==> src/rtl/riscv_pkg.sv <==
// Shared fetch-sequencer types and defaults used by pc_sequencer and its
// pending-redirect buffer.
package riscv_pkg;

  typedef enum logic [1:0] {
    BOOT     = 2'd0,
    RUN      = 2'd1,
    WAIT_GNT = 2'd2
  } pcseq_state_e;

  localparam logic [31:0] RESET_PC_DEFAULT = 32'h0000_0000;
  localparam logic [31:0] TRAP_VEC_DEFAULT = 32'h0000_0100;
  localparam logic [31:0] INSTR_BYTES      = 32'd4;

  // Misaligned redirect targets are vectored to the trap address.
  function automatic logic [31:0] sel_target(input logic [31:0] target,
                                             input logic [31:0] trap_vec);
    return (target[1:0] != 2'b00) ? trap_vec : target;
  endfunction

endpackage

==> src/rtl/pc_redirect_buf.sv <==
// Pending redirect target: captured while a fetch is still un-granted, later
// overwritten by any newer redirect, released when the stale fetch is granted.
module pc_redirect_buf (
  input  logic        clk,
  input  logic        rst_n,
  input  logic        load_i,
  input  logic        clear_i,
  input  logic [31:0] target_i,
  output logic        valid_o,
  output logic [31:0] target_o
);

  always_ff @(posedge clk or negedge rst_n) begin
    if (!rst_n) begin
      valid_o  <= 1'b0;
      target_o <= 32'h0;
    end else if (load_i) begin
      valid_o  <= 1'b1;
      target_o <= target_i;
    end else if (clear_i) begin
      valid_o  <= 1'b0;
    end
  end

endmodule

==> src/rtl/pc_sequencer.sv <==
// Fetch PC sequencer: advances the PC on granted fetches, applies EX-stage
// redirects, and defers a redirect until an outstanding fetch is granted.
module pc_sequencer
  import riscv_pkg::*;
#(
  parameter logic [31:0] RESET_PC = RESET_PC_DEFAULT,
  parameter logic [31:0] TRAP_VEC = TRAP_VEC_DEFAULT,
  parameter int          CNT_W    = 16
) (
  input  logic             clk,
  input  logic             rst_n,
  input  logic             stall_i,
  input  logic             ex_valid_i,
  input  logic             pc_sel_i,
  input  logic [31:0]      branch_target_i,
  output logic             imem_req_o,
  output logic [31:0]      imem_addr_o,
  input  logic             imem_gnt_i,
  output logic [31:0]      pc_o,
  output logic             flush_o,
  output logic             fetch_kill_o,
  output logic             misalign_o,
  output logic [CNT_W-1:0] redirect_cnt_o
);

  pcseq_state_e state_q;
  logic [31:0]  pc_q;
  logic         outstanding_q;
  logic         redir;
  logic         misaligned;
  logic [31:0]  tgt;
  logic         pend_valid;
  logic [31:0]  pend_target;
  logic         pend_load;
  logic         pend_clear;
  logic         req_stuck;

  assign redir      = ex_valid_i & pc_sel_i & (state_q != BOOT);
  assign misaligned = (branch_target_i[1:0] != 2'b00);
  assign tgt        = sel_target(branch_target_i, TRAP_VEC);

  // A request raised but not yet granted must be held, even under stall.
  always_comb begin
    imem_req_o = 1'b0;
    case (state_q)
      RUN:      imem_req_o = ~stall_i | outstanding_q;
      WAIT_GNT: imem_req_o = 1'b1;
      default:  imem_req_o = 1'b0;
    endcase
  end

  assign req_stuck    = imem_req_o & ~imem_gnt_i;
  assign flush_o      = redir;
  assign fetch_kill_o = pend_valid & imem_gnt_i;
  assign pc_o         = pc_q;
  assign imem_addr_o  = pc_q;

  // A same-cycle grant releases the buffer; the new target goes straight to pc.
  assign pend_load  = redir & req_stuck & (state_q != BOOT);
  assign pend_clear = (state_q == WAIT_GNT) & imem_gnt_i;

  pc_redirect_buf u_redirect_buf (
    .clk      (clk),
    .rst_n    (rst_n),
    .load_i   (pend_load),
    .clear_i  (pend_clear),
    .target_i (tgt),
    .valid_o  (pend_valid),
    .target_o (pend_target)
  );

  always_ff @(posedge clk or negedge rst_n) begin
    if (!rst_n) begin
      state_q        <= BOOT;
      pc_q           <= RESET_PC;
      outstanding_q  <= 1'b0;
      misalign_o     <= 1'b0;
      redirect_cnt_o <= '0;
    end else begin
      misalign_o <= redir & misaligned;
      if (redir && (redirect_cnt_o != {CNT_W{1'b1}}))
        redirect_cnt_o <= redirect_cnt_o + {{(CNT_W-1){1'b0}}, 1'b1};

      case (state_q)
        BOOT: begin
          state_q       <= RUN;
          outstanding_q <= 1'b0;
        end
        RUN: begin
          outstanding_q <= 1'b0;
          if (redir) begin
            if (req_stuck) state_q <= WAIT_GNT;
            else           pc_q    <= tgt;
          end else if (imem_req_o && imem_gnt_i) begin
            pc_q <= pc_q + INSTR_BYTES;
          end else begin
            outstanding_q <= req_stuck;
          end
        end
        WAIT_GNT: begin
          outstanding_q <= 1'b0;
          if (imem_gnt_i) begin
            pc_q    <= redir ? tgt : pend_target;
            state_q <= RUN;
          end
        end
        default: begin
          state_q       <= BOOT;
          outstanding_q <= 1'b0;
        end
      endcase
    end
  end

endmodule

==> config.mk <==
export PLATFORM = sky130hd
export DESIGN_NAME = pc_sequencer
export DESIGN_NICKNAME = d
export VERILOG_FILES = /design/src/rtl/riscv_pkg.sv /design/src/rtl/pc_redirect_buf.sv /design/src/rtl/pc_sequencer.sv
export SDC_FILE = /design/constraint.sdc
export NUM_CORES = 1
export LEC_CHECK = 0
export CAP_MARGIN = 10
export CORE_MARGIN = 4
export CORE_UTILIZATION = 25
export CTS_BUF_LIST = sky130_fd_sc_hd__clkbuf_16
export DETAILED_ROUTE_END_ITERATION = 8
export PLACE_DENSITY = 0.51
export REMOVE_ABC_BUFFERS = 1
export SYNTH_ARGS = -nofsm -noshare
export SYNTH_HDL_FRONTEND = slang
export SYNTH_SLANG_ARGS = --single-unit
==> constraint.sdc <==
create_clock -name clk -period 1.8 [get_ports clk]
set_input_delay 0.27 -clock clk [delete_from_list [all_inputs] [get_ports clk]]
set_output_delay 0.27 -clock clk [all_outputs]
set_load 0.02 [all_outputs]
==> Word-level counts from Yosys, hierarchy flattened <==
Cells that the tools add are included.
{ "totals": {"rom_bits": 0, "ramBits": 0, "n_memories": 0, "inputBits": 38, "latchBits": 0, "register_bits": 85} }
{ "op_classes": {"muxes": 17, "n_lt_le_gt_ge": 0, "n_reduce_logical": 9, "eq_ne": 8, "div": 0, "add_sub_neg": 2, "shift": 0, "n_mul": 0, "bitwise_logic": 11} }
{ "op_table": {"columns": ["operator", "count"], "rows": [
  ["$mux W32", 6],
  ["$pmux W32 S2", 1],
  ["$add A32 B3 Y32 const B", 1],
  ["$add A16 B1 Y16 const B", 1],
  ["$ne A16 B16 Y1 const B", 1],
  ["$and A1 B1 Y1", 8],
  ["$reduce_bool A2 Y1", 4],
  ["$mux W2", 3],
  ["$ne A2 B2 Y1 const B", 3],
  ["$ne A3 B3 Y1 const B", 2],
  ["$pmux W2 S3", 1],
  ["$mux W1", 5],
  ["$reduce_and A4 Y1", 1],
  ["$reduce_and A3 Y1", 1],
  ["$eq A2 B1 Y1 const B", 1],
  ["$eq A2 B2 Y1 const B", 1],
  ["$logic_and A1 B1 Y1", 2],
  ["$logic_not A2 Y1", 1],
  ["$not A1 Y1", 2],
  ["$pmux W1 S2", 1],
  ["$or A1 B1 Y1", 1]
]} }

==> Depth between registers and ports, before layout <==
{ "depth": {"depth_word": 7, "ltp_mapped": 10, "mapped_depth_nobuf": 8} }

==> By module <==
From an unflattened synthesis, not the netlist that was laid out.
{ "unflattened": {"hier_cells": 541, "area_unflattened_um2": 5182.5} }
{ "modules_own_cells": {"columns": ["module", "area_per_inst_um2", "cells_per_inst", "instances"], "rows": [
  ["pc_sequencer", 3804.9, 470, 1],
  ["pc_redirect_buf", 1377.6, 71, 1]
]} }

==> Least setup slack after synthesis <==
OpenSTA, ideal clock, no wires.
{ "synth_path": {"path_kind": "register to register", "startpoint": "reg state_q[0]", "endpoint": "reg pc_q[8] (netlist: imem_addr_o[8])", "path_buffers": 2, "synth_period_minus_slack_ps": 1891, "setup_slack_ps": -91, "stages_incl_launch_ff": 11, "required_ps": 1674, "arrival_time_ps": 1765, "path_cell_list": "dfrtp_1 > inv_1 > ha_1 > nand3b_4 > inv_2 > buf_6 > o21a_1 > o221ai_4 > buf_4 > a21oi_1 > o32a_1"} }
{ "synth_via": {"elab_chain_cells": 5} }
{ "synth_rtl": {"columns": ["item", "line_no", "rtl"], "rows": [
  ["start, declared", "pc_sequencer.sv:26", "pcseq_state_e state_q;"],
  ["start signal, assigned", "pc_sequencer.sv:74", "state_q <= BOOT;"],
  ["start signal, assigned", "pc_sequencer.sv:86", "state_q <= RUN;"],
  ["start signal, assigned", "pc_sequencer.sv:92", "if (req_stuck) state_q <= WAIT_GNT;"],
  ["$reduce_bool A2 Y1 *", "pc_sequencer.sv:38", "assign redir = ex_valid_i & pc_sel_i & (state_q != BOOT);"],
  ["$and A1 B1 Y1 *", "pc_sequencer.sv:38", null],
  ["named net flush_o", "pc_sequencer.sv:20", "output logic flush_o,"],
  ["$mux W32", "pc_sequencer.sv:103", "pc_q <= redir ? tgt : pend_target;"],
  ["$mux W32", "pc_sequencer.sv:102", "if (imem_gnt_i) begin"],
  ["$pmux W32 S2", "pc_sequencer.sv:84", "case (state_q)"],
  ["end signal, assigned", "pc_sequencer.sv:93", "else pc_q <= tgt;"],
  ["end signal, assigned", "pc_sequencer.sv:95", "pc_q <= pc_q + INSTR_BYTES;"],
  ["end signal, assigned", "pc_sequencer.sv:103", null],
  ["end, declared", "pc_sequencer.sv:27", "logic [31:0] pc_q;"]
]} }
Mark *: on every way through the listed nets, which the timed path passes. The rest lies on a longest branch. The select of a mux whose other input is x is not followed.
A chain may end at the register's enable or synchronous reset.

==> Final worst setup path <==
{ "layout_path": {"startpoint": "reg state_q[0]", "endpoint": "reg pc_q[8] (netlist: imem_addr_o[8])"} }
{ "layout_via": {"elab_chain_cells": 5} }
{ "layout_rtl": {"columns": ["item", "line_no", "rtl"], "rows": [
  ["$eq A2 B2 Y1, or another cell as far along", "pc_sequencer.sv:45, pc_sequencer.sv:84", null],
  ["$pmux W1 S2 / $and A1 B1 Y1 (equally long branches)", "pc_sequencer.sv:45, pc_sequencer.sv:38", null],
  ["$and A1 B1 Y1, or another cell as far along", "pc_sequencer.sv:52", "assign req_stuck = imem_req_o & ~imem_gnt_i;"],
  ["$ne A3 B3 Y1 (no source line) / $mux W32 (equally long branches)", null, null],
  ["$reduce_and A4 Y1 (no source line) / $pmux W32 S2 (equally long branches)", null, null]
]} }
Several ways; a longest one is shown, not always the timed one. The select of a mux whose other input is x is not followed.

==> metrics.cfg <==
[synth]
async_flop_share_pct=100.0
ys_ff_latch=85
synth-main-ff-cell=dfrtp_1
synth_cells=565
synth_top_area_share_pct=43.35
synth-warning-count=0
yosys.area.top_type=dfrtp_1
yosys-top-cells-area=dfrtp_1 43%, o21ai_0 7.4%, nand2_1 6.6%
yosysSeqAreaShare_pct=43.35
synth_cell_types=60
netlist_area_mm2=0.004907
post_synth.cell_area_avg_um2=8.685
synth_edf_count=0

[route]
ant_nets=0
drc=0
wire_per_inst_um=17.25
routed_wirelength_um=17100
drtPass1Iterations=5
drtIter0Drc=253
vias=4866
vias_per_cell=4.910

[worst_setup_path]
cp_num_buf_inv=3
cp_cell_sequence=inv_2 > ha_4 > nand3b_4 > buf_6 > nand3b_1 > o221ai_4 > buf_12 > o32a_1
slowest_stage=dfrtp_1
cp.arrival_ns=2.17
cp.depth=8
path_max_fanout=10
reg2reg_depth=8
crit_family=compound AO/OA/AOI/OAI gates
critPathMaxStageDelay_ns=0.36
r2r-end=imem_addr_o[8]$_DFFE_PN0P_
r2r-start=state_q[0]$_DFFE_PN0P_
startpoint_type=flip-flop
regToRegSetupSlack_ns=-0.14
criticalPathCategory=flip-flop to flip-flop
critPathCaptureType=flip-flop
crit_end=imem_addr_o[8]$_DFFE_PN0P_
required_ns=2.03
critPathLaunch=state_q[0]$_DFFE_PN0P_

[job]
maxCapViolations=0

[final_layout]
layout-drive-gt1-share_pct=28.45
area_delta_synth_final_pct=58.80
final_common_cell=clkdlybuf4s50_1
final_cell_area_mm2=0.007792
most-common-layout-cells=98 x clkdlybuf4s50_1, 83 x dfrtp_1, 64 x buf_4, 54 x nand2_1
final_cells=991
fin_nets=770
antenna_cells=0

[sta]
finalClockSkew_ns=0.007115
fin_ws_ns=-0.1411
rsz0062_at_grt=yes
period_share_pct=107.8
hold_ws_ns=0.4298
relSlewSlack_pct=67.12
layout_min_cycle_time_ns=1.941
drv_slew=0
setup-violations-final=68
timing.final.hold_violations=0
worst_pin_slew_ns=0.4932
max_freq_mhz=515.2

[global_routing]
grt_pass1_vias=4972
grt-ovfl-total=0
grt_max_degree=36
antenna_found_initial=0
grt_pass1_wl_um=26770
grt.total_usage_pct=15.17

[place]
port_buffers=121
dp_hpwl_um=11470
dp_cells=950
place.gp.congestion=0.8257
place_area_mm2=0.006669

[clocking]
clk_latency_ns=0.34
cts_tree=yes
cts_buffer_depth=2
clk_pin_slew_ns=0.06
cts.sinks=85
htree_levels=3
clockRootBuffer=clkbuf_16
cts_made_buffers=9

[die]
die_y_um=148.1
num_rows=50
floorplan.initialDensity_pct=25.80
die_area_mm2=0.02193
dieWidth_um=148.1
core_mm2=0.01902
io_pins=122

[power]
peakVddDrop_mv=0.6485
p_switching_mw=3.788
p_comb_share_pct=50.4
p_sw_share_pct=39.35
internal_power_mw=5.840
clkPwrFrac_pct=19.1
power_frac_seq_pct=30.5
total_power_mw=9.629
power.leakage_nw=3.328
power_density_mw_per_mm2=1236

[hold_path]
hp-class=input port to asynchronous set/reset pin

[outcome]
violations=negative setup slack
status=finished with violations

==> layer usage <==
| layer | track usage (%) | vias up | part of all wire, % |
|---|---|---|---|
| li1 | - | 2308 | - |
| met1 | 19.78 | 2418 | 44 |
| met2 | 26.15 | 129 | 51 |
| met3 | 3.595 | 11 | 4.2 |
| met4 | 2.448 | 0 | 0.88 |
| met5 | 0 | - | 0 |
==> power groups by stage <==
stage / Sequential [mW] / Clock (mW) / Combinational [mW]
finish: 2.94 / 1.84 / 4.86
global route: 3.02 / 1.96 / 5.20
CTS: 2.88 / 1.89 / 4.70
detailed placement: 2.90 / 0 / 4.17
global placement: 2.87 / 0 / 4.11
floorplan: 3.53 / 0 / 1.18
==> cell families after synthesis <==
family | after synthesis | share of synthesized area [%]
and+or+nand+nor | 215 | 21.75
AOI/OAI and AO/OA | 163 | 21.14
DFF | 85 | 43.35
buffers and inverters | 79 | 9.179
xor gates and xnor gates | 16 | 2.856
adders and majority gates | 5 | 1.275
muxes | 2 | 0.4589
==> cell type report <==
cell class,count,area (um2)
flip-flops and latches,85,2130
fillers,1903,11230
clock buffers,9,225.2
clock inverters,6,56.30
inverters,13,51.30
repair buffers,217,2275
multi-input cells,401,2730
well taps,260,325.3
==> repair_timing <==
action,4_1_cts,5_1_grt
hold buffers,1,0
buffers inserted,13,8
pin swaps,20,31
setup endpoints to repair,88,102
gates cloned,5,4
gates resized for setup,108,103
endpoints found under the hold margin,30,0
==> sequential cells by signal, summed over array words and instances, names as in the netlist <==
register,flops
imem_addr_o,32
u_redirect_buf.target_o,32
redirect_cnt_o,16
state_q,2
misalign_o,1
outstanding_q,1
u_redirect_buf.valid_o,1
==> worst min path at each step <==
stage / from / slack (ns) / cells past startpoint / endpoint
2_1_floorplan: rst_n / -0.03 / 0 / imem_addr_o[0]$_DFFE_PN0P_
3_3_place_gp: rst_n / 0.26 / 1 / imem_addr_o[1]$_DFFE_PN0P_
3_5_place_dp: rst_n / 0.27 / 1 / imem_addr_o[1]$_DFFE_PN0P_
4_1_cts: rst_n / 0.44 / 2 / u_redirect_buf.target_o[16]$_DFFE_PN0P_
5_1_grt: rst_n / 0.47 / 2 / u_redirect_buf.target_o[16]$_DFFE_PN0P_
6_report: rst_n / 0.43 / 2 / u_redirect_buf.target_o[0]$_DFFE_PN0P_
==> cells in the mapped netlist, types with 8 or more instances <==
library cell / count
o21ai_0: 73
and2_1: 10
nor3_1: 10
xnor2_1: 10
a31oi_1: 12
dfrtp_1: 85
buf_2: 12
nand2_1: 86
buf_4: 33
nand4_1: 10
nor2_1: 33
a21oi_1: 26
clkbuf_1: 18
and3_1: 8
inv_1: 12
nand3_1: 34
==> worst reg2reg max path, cell delays in order, from the launching register on <==
cell and delay [ns]:
dfrtp_1 0.36, inv_2 0.06, ha_4 0.16, nand3b_4 0.21, buf_6 0.15, nand3b_1 0.15
o221ai_4 0.19, buf_12 0.20, o32a_1 0.35
==> stage by stage <==
stage	worst slack (ns)	setup TNS (ns)	util (%)
floorplan	-1.158	-64.01	-
global placement	-0.3294	-14.73	35.07
detailed placement	-0.3048	-17.39	35.07
CTS	-0.1271	-3.160	39.11
global route	-0.2410	-10.58	40.97
finish	-0.1411	-3.542	40.97
Power figures use the tool's default switching activity.
